[config.mk]
export PLATFORM = sky130hd
export DESIGN_NAME = bp_btb_unit
export DESIGN_NICKNAME = d
export VERILOG_FILES = /design/src/rtl/bp_btb_unit.sv
export SDC_FILE = /design/constraint.sdc
export NUM_CORES = 1
export LEC_CHECK = 0
export CELL_PAD_IN_SITES_DETAIL_PLACEMENT = 1
export CELL_PAD_IN_SITES_GLOBAL_PLACEMENT = 2
export CORE_ASPECT_RATIO = 0.9
export CORE_MARGIN = 4
export CORE_UTILIZATION = 49
export DETAILED_ROUTE_END_ITERATION = 7
export HOLD_SLACK_MARGIN = 0.03
export PLACE_DENSITY_LB_ADDON = 0.1
export SKIP_CTS_REPAIR_TIMING = 1
export SLEW_MARGIN = 10
export SYNTH_ARGS = -nofsm -noshare
export SYNTH_HDL_FRONTEND = slang
export SYNTH_SLANG_ARGS = --single-unit
[constraint.sdc]
create_clock -name clk -period 7.4 [get_ports clk]
set_clock_uncertainty 0.1 [all_clocks]
set_input_delay 1.85 -clock clk [delete_from_list [all_inputs] [get_ports clk]]
set_output_delay 1.85 -clock clk [all_outputs]
set_load 0.03 [all_outputs]
[src/rtl/bp_btb_unit.sv]
// Direct-mapped BTB with saturating direction counters: same-cycle IF prediction, ID-stage
// resolution check and table update. Define BP_STATS_EN to add lookup/mispredict counters.
module bp_btb_unit #(
  parameter int ENTRIES = 16,
  parameter int TAG_W   = 8,
  parameter int CNT_W   = 2,
  parameter int ADDR_W  = 32
) (
  input  logic              clk,
  input  logic              rst,
  input  logic [ADDR_W-1:0] if_pc,
  output logic              pred_taken,
  output logic [ADDR_W-1:0] pred_target,
  input  logic              res_valid,
  input  logic [ADDR_W-1:0] res_pc,
  input  logic              res_is_branch,
  input  logic              res_taken,
  input  logic [ADDR_W-1:0] res_target,
  input  logic              res_pred_taken,
  input  logic [ADDR_W-1:0] res_pred_target,
  output logic              mispredict,
  output logic [ADDR_W-1:0] correct_pc
`ifdef BP_STATS_EN
  ,
  output logic [31:0]       stat_lookups,
  output logic [31:0]       stat_mispredicts
`endif
);

  localparam int IDX_W = (ENTRIES > 1) ? $clog2(ENTRIES) : 1;
  localparam logic [CNT_W-1:0] CNT_MAX = '1;
  localparam logic [CNT_W-1:0] CNT_WT  = CNT_W'(1 << (CNT_W - 1));
  localparam logic [CNT_W-1:0] CNT_WNT = CNT_W'((1 << (CNT_W - 1)) - 1);

  logic              valid_q  [ENTRIES];
  logic [TAG_W-1:0]  tag_q    [ENTRIES];
  logic [ADDR_W-1:0] target_q [ENTRIES];
  logic [CNT_W-1:0]  cnt_q    [ENTRIES];

  // IF lookup: reads pre-update contents, no bypass from the ID write port.
  logic [IDX_W-1:0] lk_idx;
  logic [TAG_W-1:0] lk_tag;
  logic             lk_hit;

  assign lk_idx      = if_pc[IDX_W+1:2];
  assign lk_tag      = if_pc[IDX_W+TAG_W+1:IDX_W+2];
  assign lk_hit      = valid_q[lk_idx] && (tag_q[lk_idx] == lk_tag);
  assign pred_taken  = lk_hit && cnt_q[lk_idx][CNT_W-1];
  assign pred_target = pred_taken ? target_q[lk_idx] : if_pc + ADDR_W'(4);

  // ID resolution check against what travelled with the instruction from IF.
  always_comb begin
    // NOTE: every always_comb output gets a default first so no path can infer a latch.
    mispredict = 1'b0;
    if (res_valid) begin
      if (res_is_branch)
        mispredict = (res_taken != res_pred_taken) ||
                     (res_taken && (res_target != res_pred_target));
      else
        mispredict = res_pred_taken;
    end
  end

  assign correct_pc = (res_is_branch && res_taken) ? res_target : res_pc + ADDR_W'(4);

  // Update port, indexed by the resolving PC.
  logic [IDX_W-1:0] up_idx;
  logic [TAG_W-1:0] up_tag;
  logic             up_hit;
  logic             valid_we, valid_d;
  logic             cnt_we;
  logic [CNT_W-1:0] cnt_d;
  logic             entry_we;

  assign up_idx = res_pc[IDX_W+1:2];
  assign up_tag = res_pc[IDX_W+TAG_W+1:IDX_W+2];
  assign up_hit = valid_q[up_idx] && (tag_q[up_idx] == up_tag);

  always_comb begin
    valid_we = 1'b0;
    valid_d  = 1'b0;
    cnt_we   = 1'b0;
    cnt_d    = cnt_q[up_idx];
    entry_we = 1'b0;
    if (res_valid && !rst) begin
      if (res_is_branch && up_hit) begin
        cnt_we   = 1'b1;
        entry_we = res_taken;
        if (res_taken && (cnt_q[up_idx] != CNT_MAX))
          cnt_d = cnt_q[up_idx] + CNT_W'(1);
        else if (!res_taken && (cnt_q[up_idx] != '0))
          cnt_d = cnt_q[up_idx] - CNT_W'(1);
      end else if (res_is_branch && res_taken) begin
        valid_we = 1'b1;
        valid_d  = 1'b1;
        cnt_we   = 1'b1;
        cnt_d    = CNT_WT;
        entry_we = 1'b1;
      end else if (!res_is_branch && up_hit) begin
        valid_we = 1'b1;
        valid_d  = 1'b0;
      end
    end
  end

  always_ff @(posedge clk) begin
    if (rst) begin
      for (int i = 0; i < ENTRIES; i++) begin
        // NOTE: sequential state uses non-blocking assignments so all flops update together.
        valid_q[i] <= 1'b0;
        cnt_q[i]   <= CNT_WNT;
      end
    end else begin
      if (valid_we) valid_q[up_idx] <= valid_d;
      if (cnt_we)   cnt_q[up_idx]   <= cnt_d;
    end
  end

  // NOTE: tag/target storage is not reset; the valid bits alone qualify it, so it can map to RAM.
  always_ff @(posedge clk) begin
    if (entry_we) begin
      tag_q[up_idx]    <= up_tag;
      target_q[up_idx] <= res_target;
    end
  end

`ifdef BP_STATS_EN
  logic [31:0] stat_lookups_q, stat_mispredicts_q;

  always_ff @(posedge clk) begin
    if (rst) begin
      stat_lookups_q     <= '0;
      stat_mispredicts_q <= '0;
    end else if (res_valid) begin
      stat_lookups_q <= stat_lookups_q + 32'd1;
      if (mispredict) stat_mispredicts_q <= stat_mispredicts_q + 32'd1;
    end
  end

  assign stat_lookups     = stat_lookups_q;
  assign stat_mispredicts = stat_mispredicts_q;
`endif

endmodule

# After elaboration in Yosys (flattened, before gate mapping)
# Memory sizes are Yosys's and may differ from the RTL's.
# Index checks and enable logic that the tools add are counted.
# Widths: inputs -> output; s select.
# op_classes
addsub,4
div,0
bitwise_logic,0
n_reduce_logical,17
multipliers,0
n_eq_ne,5
shifts,0
magnitude_cmp,0
muxes,36
# ops
cell,count
$add 32x3->32 const B,2
$mux 32,2
$ne 32x32->1,1
$mux 1,26
$eq 8x8->1,2
$mux 2,6
$logic_and 1x1->1,10
$mux 4,2
$logic_not 1->1,3
$add 2x1->2 const B,1
$ne 2x2->1 const B,1
$reduce_bool 2->1,1
$reduce_or 2->1,1
$sub 2x1->2 const B,1
$logic_or 1x1->1,1
$ne 1x1->1,1
$reduce_or 1->1,1
# totals
mem_bits_ro,0
ram_bits,688
inputBits,134
latch_bits,0
memories,4
register_bits,0
# memory_table
memory,depth,width,read_ports,rd_ports_with_merged_regs,write_ports,line_no,rtl
target_q,16,32,1,0,1,37,logic [ADDR_W-1:0] target_q [ENTRIES];
tag_q,16,8,2,0,1,36,logic [TAG_W-1:0] tag_q [ENTRIES];
cnt_q,16,2,2,0,16,38,logic [CNT_W-1:0] cnt_q [ENTRIES];
valid_q,16,1,2,0,16,35,logic valid_q [ENTRIES];

# Longest topological paths before layout
# An unclocked memory read counts as a cell.
# depth
ltp_word,13
mapped_depth,13
ltp_nobuf,9

# Worst setup path before layout
# Ideal clock, no wire load.
# synth_timing
path_type,in2out
startpoint,input port if_pc[2]
endpoint,output port pred_taken
cell_stages,10
arrival_ns,4.509
required_time_ns,5.450
slack_ns,0.941
path_cell_list,buf_6 -> buf_8 -> buf_6 -> mux4_2 -> a211oi_1 -> a21oi_1 -> xnor2_1 -> nor2_1 -> nand3_1 -> nor4_1
# synth_via
elab_chain_cells,4
word_cells_on_any_way,6
cone_classes,eq/ne (1); reduce/logical (2); memory (3)
# synth_rtl
element,line_no,rtl
start: declaration,11,"input logic [ADDR_W-1:0] if_pc,"
$mem_v2 16x8,-,
$eq 8x8->1,47,assign lk_hit = valid_q[lk_idx] && (tag_q[lk_idx] == lk_tag);
$logic_and 1x1->1,47,
$logic_and 1x1->1 (*),48,assign pred_taken = lk_hit && cnt_q[lk_idx][CNT_W-1];
end: declaration,12,"output logic pred_taken,"
# Every way passes the cells marked *; elsewhere a longest branch is shown, timed or not.

# Worst setup path in the final report
# layout_timing
startpoint,input port if_pc[2]
endpoint,output port pred_target[25]
# layout_via
elab_chain_cells,5
word_cells_on_any_way,9
cone_classes,add/sub (1); eq/ne (1); mux (1); reduce/logical (2); memory (4)
# layout_rtl
element,line_no,rtl
$mem_v2 16x8,-,
$eq 8x8->1,47,
$logic_and 1x1->1,47,
$logic_and 1x1->1,48,
$mux 32 (*),49,assign pred_target = pred_taken ? target_q[lk_idx] : if_pc + ADDR_W'(4);
end: declaration,13,"output logic [ADDR_W-1:0] pred_target,"
# Marked as above.

==> qor.csv <==
stage;metric;value;unit
floorplanning;Die Y;246;µm
min_path;Hold Crit Depth;6;
synthesis;main area contributors after synthesis;edfxtp_1 (67%), mux4_2 (15%), mux2i_1 (1.8%);
global_route;gr ovfl total;0;
worst_setup_path;Critical R2R Launch;tag_q[4][3];
synthesis;Mean Syn Cell Area;18.7;µm²
drt;WL met2;44400;µm
floorplanning;IO Pins;200;
synthesis;Post-synth EDFFs;688;
drt;M1 wire length;37600;µm
synthesis;cell count after synthesis;1648;
clocking;clock buffer count from CTS;73;
finish;Util after Layout;59.2;%
timing;Fin Setup TNS;0;ns
worst_setup_path;kind of critical path;primary input to output port;
clocking;# clock sinks;688;
clocking;Root Driver;clkbuf_16;
clocking;Worst-Skew Late Latency;0.63;ns
placement;GPL Wtd Cong;0.845;
drt;DRT Pass-1 Iters;5;
synthesis;syn nets;1789;
drt;vias per cell;6.20;
worst_setup_path;FF-to-FF setup slack;3.81;ns
synthesis;asr flop ratio synth;0;%
timing;Max Clock Freq;139;MHz
timing;period utilization;97.0;%
synthesis;yosys warns;0;
placement;Place WS;0.227;ns
synthesis;flops & latches, synth;688;
clocking;CTS HTree Levels;3;
worst_setup_path;R2R Path End;valid_q[6];
floorplanning;core area;61700;µm²
floorplanning;die area;66800;µm²
synthesis;Post-Synth Simple-Gate Area;4.34;%
floorplanning;std cell rows;86;
global_route;initial antenna violation count;1;
worst_setup_path;Worst Reg-to-Reg Cells;8;
synthesis;cell with the most instances after synthesis;edfxtp_1;
worst_setup_path;crit-path max FO;36;
drt;WL per Instance;32.4;µm
drt;final wirelength;90800;µm
worst_setup_path;CP Launch Type;primary input;
drt;DR WL met3;7320;µm
clocking;CTS tree;yes;
worst_setup_path;Critical Path RT;5.45;ns
timing;final setup fails;0;
finish;Synth-to-Final Area Change;18.8;%
worst_setup_path;Critical Path AT;5.23;ns
placement;Buffers on Ports;199;
synthesis;multiplexer area fraction after synthesis;20.1;%
timing;setup ws final;0.221;ns
synthesis;Yosys top cell area share;67.2;%
min_path;class of the worst hold path;flop to flop;
placement;hpwl dp;56100;µm
synthesis;largest family of logic cells by synthesized area;multiplexers;
floorplanning;Initial Utilization;49.9;%
timing;RSZ-0062 raised after global routing;false;
synthesis;Synth Area in Compound Gates;2.87;%
drt;1st-iter DRT viols;1632;
global_route;vias in the first global route;18400;
drt;antenna viol nets, final;0;
finish;Fill cells;5363;
worst_setup_path;crit end category;output port;
placement;Area after DPL;34100;µm²
synthesis;synth unique cells;57;
min_path;Hold EP;cnt_q[13][0];
clocking;clk buf depth;3;
synthesis;Synth area leader;edfxtp_1;
timing;Slew HR;29.3;%
synthesis;fraction of the mapped netlist area in adder cells;0.285;%
finish;layout cells sized above 1;27.0;%
synthesis;xor-xnor portion of the synthesized cell area;3.07;%
timing;fin. max-slew vios;0;
floorplanning;Die X;272;µm
global_route;gr usage total;27.5;%
power_and_ir_drop;Leak Pwr;11.9;nW
power_and_ir_drop;Max IR drop VDD;0.000192;V
global_route;largest net degree at the start of global routing;62;
drt;vias;17400;
min_path;hold_sp;tag_q[9][1];
timing;Slew @ Worst Pin;1.06;ns
synthesis;Post-synth top flop;edfxtp_1;
job;MaxCap Viol Count;0;
drt;DRC viols;0;
power_and_ir_drop;PD cells;240;nW/µm²
clocking;Worst-path clk slew;0.06;ns
synthesis;Mapped Area;30700;µm²
timing;Period minus WS final;7.18;ns
finish;Final #Nets;2056;
global_route;first-pass GRT wire length;132000;µm
drt;DR top layer;met4;
finish;Final Cell Area;36500;µm²
timing;hold_ws;1.42;ns
timing;Final Hold Vio Count;0;
outcome;outcome;finished clean;
synthesis;commonest cells in the netlist;edfxtp_1 (688), mux4_2 (208), nand2_1 (81);
synthesis;post-synthesis sequential area ratio;67.2;%
-- placed cells by master, fill, tap and decap left out, types with 5 or more instances in the layout --
cell type / n
nor2_1: 56
buf_12: 20
nor2_4: 16
nand2_1: 81
ha_1: 7
o21ai_0: 40
edfxtp_1: 688
mux2i_1: 55
clkbuf_16: 74
xor2_1: 56
clkdlybuf4s50_1: 144
clkbuf_1: 13
buf_4: 127
o21bai_1: 32
xnor2_1: 50
nor2b_1: 10
mux4_1: 14
bufinv_16: 7
mux4_2: 208
mux2_4: 30
nor4_1: 10
a211oi_1: 5
and3_1: 11
nor3_1: 22
nand3_1: 49
mux2_2: 6
a22oi_1: 28
inv_1: 10
a21oi_1: 11
clkinv_1: 11
clkinv_2: 14
nand4_1: 12
-- state kept, by name, indices dropped and copies added (netlist names) --
register and count:
cnt_q 32, tag_q 128, valid_q 16, target_q 512
-- metal layers --
metal	track usage, %	up-vias
met1	38.7	9229
met3	6.07	112
met5	0	-
met2	45.0	779
met4	5.61	0
li1	-	7265
-- worst max-delay path by stage --
stage / startpoint / end / slack (ns) / cells past startpoint
3_5_place_dp: if_pc[2] / pred_target[0] / 0.23 / 11
6_report: if_pc[2] / pred_target[25] / 0.22 / 11
5_1_grt: if_pc[2] / pred_target[0] / 0.07 / 11
4_1_cts: if_pc[2] / pred_target[0] / 0.22 / 11
2_1_floorplan: if_pc[2] / pred_taken / 0.94 / 10
3_3_place_gp: if_pc[2] / pred_target[27] / 0.30 / 11
-- critical path, stage by stage --
cell and delay (ns):
buf_8 0.34, mux4_1 0.60, nor2b_1 0.14, a211oi_1 0.25, a21oi_1 0.08, xnor2_1 0.27, nor3b_2 0.30, nand4b_4 0.16
buf_12 0.23, mux2_4 0.33, clkdlybuf4s50_1 0.61
-- through the flow --
| stage | power (W) | instances |
|---|---|---|
| floorplan | 0.00484 | 1648 |
| global route | 0.00905 | 2806 |
| finish | 0.00876 | 2806 |
| global placement | 0.00518 | 2676 |
| detailed placement | 0.00519 | 2676 |
| CTS | 0.00883 | 2805 |
-- kinds of logic (layout without fill, tap and decap cells) --
| group | after synthesis | count (layout) |
|---|---|---|
| AOI/OAI and AO/OA | 132 | 132 |
| xor gates and xnor gates | 107 | 107 |
| adders and majority gates | 7 | 7 |
| buffers and inverters | 115 | 436 |
| DFF | 688 | 688 |
| muxes | 316 | 316 |
| other | 0 | 1 |
| and+or+nand+nor | 283 | 283 |
-- power breakdown --
part	switching (W)	leakage [nW]	internal, W
clock network	0.00154	1.16	0.00210
registers	0.0000133	6.22	0.00432
logic	0.000435	4.51	0.000344
-- layout make-up --
| type | count | area [µm²] | share of cell area [%] |
|---|---|---|---|
| sequential | 688 | 20700 | 56.6 |
| multi-input combinational | 845 | 9560 | 26.2 |
| timing repair buffer | 296 | 2840 | 7.77 |
| clock buffer | 87 | 1900 | 5.20 |
| tap | 836 | 1050 | 2.86 |
| clock inverter | 42 | 477 | 1.31 |
| inverter | 11 | 41.3 | 0.113 |
| antenna | 1 | 2.50 | 0.00685 |
Note: power is estimated with default switching activity, not from simulation.
